==> src/rtl/ventana_pkg.sv <==
// ---------------------------------------------------------------------------
// ventana_pkg
// Shared definitions for the window read sequencer: register address map,
// control/status bit positions and the sequencer FSM state encoding.
// ---------------------------------------------------------------------------
package ventana_pkg;

   // Register map, decoded from the low three bits of the register address
   localparam logic [2:0] DIR_INICIO   = 3'd0;
   localparam logic [2:0] DIR_LECTURAS = 3'd1;
   localparam logic [2:0] DIR_BUFFERS  = 3'd2;
   localparam logic [2:0] DIR_CONTROL  = 3'd3;
   localparam logic [2:0] DIR_ESTADO   = 3'd4;
   localparam logic [2:0] DIR_ESPERAS  = 3'd5;

   // Control register bits (write-only, self-clearing)
   localparam int BIT_INICIAR = 0;
   localparam int BIT_ABORTAR = 1;

   // Status register bits
   localparam int BIT_OCUPADO      = 0;
   localparam int BIT_ERROR_CONFIG = 1;
   localparam int BIT_ABORTADO     = 2;

   typedef enum logic [1:0] {
      REPOSO      = 2'd0,
      SOLICITANDO = 2'd1,
      FIN         = 2'd2
   } estado_t;

endpackage

==> src/rtl/FlipFlopD_Habilitado.sv <==
// ---------------------------------------------------------------------------
// FlipFlopD_Habilitado
// Parametrised D register with load enable, used for the window
// configuration registers.
// Ports:
//   clk          rising-edge clock
//   reset        asynchronous, active-low reset (clears q)
//   habilitacion load enable
//   d            data in (ANCHO bits)
//   q            registered data out (ANCHO bits)
// ---------------------------------------------------------------------------
module FlipFlopD_Habilitado #(
   parameter int ANCHO = 21
) (
   input  logic             clk,
   input  logic             reset,
   input  logic             habilitacion,
   input  logic [ANCHO-1:0] d,
   output logic [ANCHO-1:0] q
);

   // Load d when enabled, hold otherwise
   always_ff @(posedge clk or negedge reset) begin
      if (!reset) begin
         q <= '0;
      end else if (habilitacion) begin
         q <= d;
      end
   end

endmodule

==> src/rtl/contador_seleccion_buffer.sv <==
// ---------------------------------------------------------------------------
// contador_seleccion_buffer
// Tracks how many reads have gone to the current internal buffer and which
// buffer is the destination of the next read. After LECTURAS_POR_BUFFER
// accepted reads the selection advances, wrapping after eff_buffers-1.
// Ports:
//   clk              rising-edge clock
//   reset            asynchronous, active-low reset
//   limpiar          restart at buffer 0, read 0 (has priority over avanzar)
//   avanzar          one accepted read
//   eff_buffers      number of buffers in use (always >= 1)
//   buffer_seleccion destination buffer of the current read
// ---------------------------------------------------------------------------
module contador_seleccion_buffer #(
   parameter int BITS_BUFFERS        = 3,
   parameter int LECTURAS_POR_BUFFER = 128
) (
   input  logic                    clk,
   input  logic                    reset,
   input  logic                    limpiar,
   input  logic                    avanzar,
   input  logic [BITS_BUFFERS-1:0] eff_buffers,
   output logic [BITS_BUFFERS-1:0] buffer_seleccion
);

   // One bit minimum so LECTURAS_POR_BUFFER=1 still elaborates
   localparam int BITS_LECT = (LECTURAS_POR_BUFFER > 1) ? $clog2(LECTURAS_POR_BUFFER) : 1;
   localparam logic [BITS_LECT-1:0] ULTIMA_LECT = BITS_LECT'(LECTURAS_POR_BUFFER - 1);

   logic [BITS_LECT-1:0] lecturas_buffer;

   // Per-buffer read count and buffer selection, both wrapping
   always_ff @(posedge clk or negedge reset) begin
      if (!reset) begin
         lecturas_buffer  <= '0;
         buffer_seleccion <= '0;
      end else if (limpiar) begin
         lecturas_buffer  <= '0;
         buffer_seleccion <= '0;
      end else if (avanzar) begin
         if (lecturas_buffer == ULTIMA_LECT) begin
            lecturas_buffer <= '0;
            if (buffer_seleccion == eff_buffers - 1'b1) begin
               buffer_seleccion <= '0;
            end else begin
               buffer_seleccion <= buffer_seleccion + 1'b1;
            end
         end else begin
            lecturas_buffer <= lecturas_buffer + 1'b1;
         end
      end
   end

endmodule

==> src/rtl/secuenciador_lecturas_ventana.sv <==
// ---------------------------------------------------------------------------
// secuenciador_lecturas_ventana
// Window configuration registers plus a read sequencer. A start command
// issues a valid/ready stream of memory read addresses, each tagged with the
// destination internal buffer of the line buffer.
// Optional feature (macro SECUENCIADOR_CONTADOR_ESPERAS_EN): saturating count
// of stalled request cycles, readable at register 5.
// Ports:
//   clk, reset               clock, asynchronous active-low reset
//   direccion_registros      register select (bits [2:0] decoded)
//   datos_registros          register write data
//   habilitacion_registros   one-cycle write strobe
//   lectura_registros        combinational register readback
//   mem_direccion            read address
//   mem_solicitud            read request valid
//   mem_aceptada             memory ready
//   buffer_seleccion         destination buffer of the current request
//   ocupado                  sequencer active
//   fin                      one-cycle completion pulse
// ---------------------------------------------------------------------------
module secuenciador_lecturas_ventana
   import ventana_pkg::*;
#(
   parameter int BITS_BUS_DATOS_INSTR     = 21,
   parameter int BITS_BUS_DIRECCION_INSTR = 11,
   parameter int BITS_BUFFERS             = 3,
   parameter int LECTURAS_POR_BUFFER      = 128,
   parameter int PASO_DIRECCION           = 1
) (
   input  logic                                clk,
   input  logic                                reset,
   input  logic [BITS_BUS_DIRECCION_INSTR-1:0] direccion_registros,
   input  logic [BITS_BUS_DATOS_INSTR-1:0]     datos_registros,
   input  logic                                habilitacion_registros,
   output logic [BITS_BUS_DATOS_INSTR-1:0]     lectura_registros,
   output logic [BITS_BUS_DATOS_INSTR-1:0]     mem_direccion,
   output logic                                mem_solicitud,
   input  logic                                mem_aceptada,
   output logic [BITS_BUFFERS-1:0]             buffer_seleccion,
   output logic                                ocupado,
   output logic                                fin
);

   localparam int W = BITS_BUS_DATOS_INSTR;
   localparam logic [W-1:0] PASO_W = W'(PASO_DIRECCION);

   estado_t estado, estado_siguiente;

   logic [2:0]              dir_sel;
   logic                    en_solicitud;
   logic                    escritura_control, iniciar_cmd, abortar_cmd;
   logic                    inicio_aceptado, transferencia, ultima;
   logic                    escritura_config;
   logic                    hab_inicio, hab_lecturas, hab_buffers;
   logic [W-1:0]            direccion_inicio, cantidad_lecturas, contador;
   logic [BITS_BUFFERS-1:0] cantidad_buffers, eff_buffers;
   logic                    error_config, abortado;

   assign dir_sel           = direccion_registros[2:0];
   assign en_solicitud      = (estado == SOLICITANDO);
   assign escritura_control = habilitacion_registros && (dir_sel == DIR_CONTROL);
   assign iniciar_cmd       = escritura_control && datos_registros[BIT_INICIAR];
   assign abortar_cmd       = escritura_control && datos_registros[BIT_ABORTAR];
   // Starts are only taken from idle; abort is irrelevant there, so start wins
   assign inicio_aceptado   = iniciar_cmd && (estado == REPOSO);
   assign transferencia     = en_solicitud && mem_aceptada;
   assign ultima            = (contador == cantidad_lecturas - 1'b1);
   assign escritura_config  = habilitacion_registros &&
                              ((dir_sel == DIR_INICIO) || (dir_sel == DIR_LECTURAS) ||
                               (dir_sel == DIR_BUFFERS));
   // Configuration is frozen while a run is in progress
   assign hab_inicio   = habilitacion_registros && (dir_sel == DIR_INICIO)   && !en_solicitud;
   assign hab_lecturas = habilitacion_registros && (dir_sel == DIR_LECTURAS) && !en_solicitud;
   assign hab_buffers  = habilitacion_registros && (dir_sel == DIR_BUFFERS)  && !en_solicitud;
   assign eff_buffers  = (cantidad_buffers == '0) ? BITS_BUFFERS'(1) : cantidad_buffers;

   FlipFlopD_Habilitado #(.ANCHO(W)) reg_inicio (
      .clk(clk), .reset(reset), .habilitacion(hab_inicio),
      .d(datos_registros), .q(direccion_inicio)
   );

   FlipFlopD_Habilitado #(.ANCHO(W)) reg_lecturas (
      .clk(clk), .reset(reset), .habilitacion(hab_lecturas),
      .d(datos_registros), .q(cantidad_lecturas)
   );

   FlipFlopD_Habilitado #(.ANCHO(BITS_BUFFERS)) reg_buffers (
      .clk(clk), .reset(reset), .habilitacion(hab_buffers),
      .d(datos_registros[BITS_BUFFERS-1:0]), .q(cantidad_buffers)
   );

   contador_seleccion_buffer #(
      .BITS_BUFFERS(BITS_BUFFERS),
      .LECTURAS_POR_BUFFER(LECTURAS_POR_BUFFER)
   ) u_seleccion (
      .clk(clk), .reset(reset), .limpiar(inicio_aceptado), .avanzar(transferencia),
      .eff_buffers(eff_buffers), .buffer_seleccion(buffer_seleccion)
   );

   // FSM state register
   always_ff @(posedge clk or negedge reset) begin
      if (!reset) begin
         estado <= REPOSO;
      end else begin
         estado <= estado_siguiente;
      end
   end

   // Next state; an abort beats a simultaneous final transfer
   always_comb begin
      estado_siguiente = estado;
      case (estado)
         REPOSO: begin
            if (inicio_aceptado) begin
               estado_siguiente = (cantidad_lecturas == '0) ? FIN : SOLICITANDO;
            end
         end
         SOLICITANDO: begin
            if (abortar_cmd) begin
               estado_siguiente = REPOSO;
            end else if (transferencia && ultima) begin
               estado_siguiente = FIN;
            end
         end
         FIN:     estado_siguiente = REPOSO;
         default: estado_siguiente = REPOSO;
      endcase
   end

   // FSM outputs; address wraps naturally at the bus width
   always_comb begin
      mem_solicitud = 1'b0;
      ocupado       = 1'b0;
      fin           = 1'b0;
      mem_direccion = '0;
      case (estado)
         SOLICITANDO: begin
            mem_solicitud = 1'b1;
            ocupado       = 1'b1;
            mem_direccion = direccion_inicio + contador * PASO_W;
         end
         FIN:     fin = 1'b1;
         default: ;
      endcase
   end

   // Read counter: restarted by a start, bumped by every accepted read
   always_ff @(posedge clk or negedge reset) begin
      if (!reset) begin
         contador <= '0;
      end else if (inicio_aceptado) begin
         contador <= '0;
      end else if (transferencia) begin
         contador <= contador + 1'b1;
      end
   end

   // Sticky status flags, cleared only by an accepted start
   always_ff @(posedge clk or negedge reset) begin
      if (!reset) begin
         error_config <= 1'b0;
         abortado     <= 1'b0;
      end else if (inicio_aceptado) begin
         error_config <= 1'b0;
         abortado     <= 1'b0;
      end else begin
         if (escritura_config && en_solicitud) error_config <= 1'b1;
         if (abortar_cmd && en_solicitud)      abortado     <= 1'b1;
      end
   end

`ifdef SECUENCIADOR_CONTADOR_ESPERAS_EN
   logic [W-1:0] esperas;

   // Saturating count of cycles a request waited on the memory
   always_ff @(posedge clk or negedge reset) begin
      if (!reset) begin
         esperas <= '0;
      end else if (inicio_aceptado) begin
         esperas <= '0;
      end else if (en_solicitud && !mem_aceptada && (esperas != '1)) begin
         esperas <= esperas + 1'b1;
      end
   end
`endif

   // Register readback
   always_comb begin
      lectura_registros = '0;
      case (dir_sel)
         DIR_INICIO:   lectura_registros = direccion_inicio;
         DIR_LECTURAS: lectura_registros = cantidad_lecturas;
         DIR_BUFFERS:  lectura_registros = {{(W-BITS_BUFFERS){1'b0}}, cantidad_buffers};
         DIR_ESTADO: begin
            lectura_registros[BIT_OCUPADO]      = en_solicitud;
            lectura_registros[BIT_ERROR_CONFIG] = error_config;
            lectura_registros[BIT_ABORTADO]     = abortado;
         end
`ifdef SECUENCIADOR_CONTADOR_ESPERAS_EN
         DIR_ESPERAS:  lectura_registros = esperas;
`endif
         default:      lectura_registros = '0;
      endcase
   end

endmodule

==> config.mk <==
export PLATFORM = sky130hd
export DESIGN_NAME = secuenciador_lecturas_ventana
export DESIGN_NICKNAME = d
export VERILOG_FILES = /design/src/rtl/ventana_pkg.sv /design/src/rtl/FlipFlopD_Habilitado.sv /design/src/rtl/contador_seleccion_buffer.sv /design/src/rtl/secuenciador_lecturas_ventana.sv
export SDC_FILE = /design/constraint.sdc
export NUM_CORES = 1
export LEC_CHECK = 0
export CORE_ASPECT_RATIO = 0.7
export CORE_UTILIZATION = 45
export CTS_CLUSTER_SIZE = 28
export DETAILED_ROUTE_END_ITERATION = 10
export GPL_TIMING_DRIVEN = 0
export HOLD_SLACK_MARGIN = 0.08
export PLACE_DENSITY = 0.71
export SLEW_MARGIN = 25
export SYNTH_ARGS = -nofsm -noshare
export SYNTH_HDL_FRONTEND = slang
export SYNTH_SLANG_ARGS = --single-unit
export TNS_END_PERCENT = 5
==> constraint.sdc <==
create_clock -name clk -period 7.4 [get_ports clk]
set_clock_uncertainty 0.2 [all_clocks]
set_input_delay 1.48 -clock clk [delete_from_list [all_inputs] [get_ports clk]]
set_output_delay 1.48 -clock clk [all_outputs]
set_load 0.01 [all_outputs]
==> results.ini <==
[grt]
grtUsageTotal = 0.2485
antenna_found_initial = 1
grt_pass1_wl_mm = 24.32
grt_pass1_vias = 4779
grt_overflow = 0
grt_start_max_net_pins = 46

[timing]
rsz0062_at_grt = false
worst_pin_slew_ps = 897.7
setup_viol = 0
max-slew-margin-rel = 0.3982
fmax_ghz = 0.1666
final.setup.tns_ps = 0
period_share = 0.8110
timing.hold.ws_ps = 311.5
finalHoldViolCount = 0
setup_ws_ps = 1398
fin_crit_ps = 6002
finalMaxSlewViolations = 0

[critical_path]
crit_path_end_kind = output port
path_max_fanout = 5
critPathLaunch = contador[0]$_DFFE_PN0P_
r2r_slack_ps = 3980
crit_type = reg -> out
worstPathRequired_ps = 5720
arrival_ps = 4320
rr_startpoint = estado[1]$_DFFE_PN0P_
crit_path_start_kind = flip-flop

[min_path]
hp-start = error_config$_DFFE_PN0P_
hp-class = reg -> reg

[detailed_routing]
drc = 0
dr.pass1.iters = 5
drt-vias-per-instance = 5.839
drt.antenna.violating_nets = 0
wl_met1_mm = 7.245
drt_wl_total_mm = 15.17
wl_met2_mm = 6.903
wl_met3_um = 852
avgRoutedWirePerCell_um = 18.34
vias = 4829
maxUsedRoutingLayer = met4
drt_iter0_drc = 280

[layout]
num_antenna_cells = 0
nNetsFinal = 728
drive_gt1_frac = 0.1194
final_cell_area_mm2 = 0.006724
syn2layout_area_growth_pct = 22.39

[yosys]
yosys_warnings = 0
syn_area_mm2 = 0.005494
yosys.area.top_type = dfrtp_1
synth-edff-count = 0
synth_area_leaders = dfrtp_1 36%, mux2_2 9.2%, ha_1 5.9%
synth_top_flop_cell = dfrtp_1
synth_top_area_share = 0.3644
synthArstFlopShare = 1.000
synth_fp_nets = 644
ys_top_cells_by_count = 80 x dfrtp_1, 67 x nor2_1, 45 x mux2_2
syn_inst = 581
ys_seq_area_frac = 0.3644
synth_cell_types = 65
yosysMostFrequentCell = dfrtp_1
avgSynthCellArea_um2 = 9.456
synth_seq_cells = 80

[power_and_ir_drop]
cellLeakagePower_nw = 2.842
totalPowerFinal_mw = 1.762
ir_drop_uv = 127.3
power_density_mw_per_mm2 = 262.1

[placed_design]
pre_cts_slack_ps = 1673
gp_congestion = 0.8243
placed_cell_area_mm2 = 0.006441
port_buffers = 72
dp_hpwl_mm = 11.13

[floorplanning]
dieWidth_um = 134.1
dieArea_mm2 = 0.01266
die_h_um = 94.45
ioPinCount = 84
start_util = 0.4652
num_rows = 33
coreArea_mm2 = 0.01181

[clock_network]
post-cts-setup-buffers = 0
cts.repair.resized = 0
insertion_delay_ps = 350
clock-sinks = 80
path_clk_slew_ps = 60
ctsHoldBuffers = 0
cts_buffers = 9
cts_max_path_buffers = 2
htree_levels = 3
cts.root.buffer_cell = clkbuf_16
tritoncts = done

[status]
outcome = finished, final reports clean

[job]
maxCapViolCount = 0

report_power, final:
part	total, mW	switching, mW	internal (mW)
sequential	0.644	0.117	0.527
clock	0.426	0.196	0.230
combinational	0.691	0.353	0.338
total	1.76	0.667	1.10
critical path: stages (launching register included):
cell	delay (ps)
dfrtp_1	440
ha_1	260
fa_1	440
a211oi_1	230
nor2_1	110
o31ai_1	530
a311oi_1	370
or4_1	560
and3_1	190
nor3_1	230
clkdlybuf4s50_1	610
flip-flops by register name, indices dropped and copies added, names as in the netlist:
signal	count
abortado	1
contador	21
error_config	1
estado	2
reg_buffers.q	3
reg_inicio.q	21
reg_lecturas.q	21
u_seleccion.buffer_seleccion	3
u_seleccion.lecturas_buffer	7
cell families after synthesis:
group,synth area share
AOI/OAI and AO/OA,0.1446
xor gates and xnor gates,0.09884
adders and majority gates,0.06286
buffers and inverters,0.02619
DFF,0.3644
muxes,0.1068
and+or+nand+nor,0.1963
through the flow:
step	instances	util
final	827	0.5694
after floorplan	581	-
after global placement	810	0.5429
after global routing	827	0.5694
after detailed placement	811	0.5455
after CTS	827	0.5694
worst paths after layout:
kind / cells after the start / endpoint
worst max-delay path: 10 / mem_direccion[20]
worst min-delay path: 2 / error_config$_DFFE_PN0P_
worst max register to register: 9 / contador[19]$_DFFE_PN0P_
worst min register to register: 2 / error_config$_DFFE_PN0P_
max in group asynchronous: 2 / reg_buffers.q[2]$_DFFE_PN0P_
min in group asynchronous: 1 / reg_lecturas.q[4]$_DFFE_PN0P_
cell type report:
| cell class | count | area, um2 |
|---|---|---|
| inverters | 11 | 41.29 |
| plain buffers | 26 | 102.6 |
| clock inverters | 7 | 57.56 |
| clock buffers | 9 | 225.2 |
| fillers | 1036 | 5085 |
| repair buffers | 73 | 745.7 |
| well taps | 157 | 196.4 |
| flip-flops and latches | 80 | 2002 |
| multi-input cells | 464 | 3353 |
placed cells by master (no fill, tap or decap), types with 21 or more instances in the layout:
cell             count
nand3_1             21
ha_1                26
xor2_1              32
dfrtp_1             80
xnor2_1             30
nand2_1             36
nor2_1              67
clkdlybuf4s50_1     71
clkbuf_1            21
a21oi_1             25
mux2_2              45
routing by layer:
layer | vias up | track usage
met5 | - | 0
met4 | 0 | 0.07303
met3 | 22 | 0.05099
met2 | 140 | 0.4020
met1 | 2396 | 0.3369
li1 | 2271 | -
No activity file was read; power rests on OpenSTA's default activity.
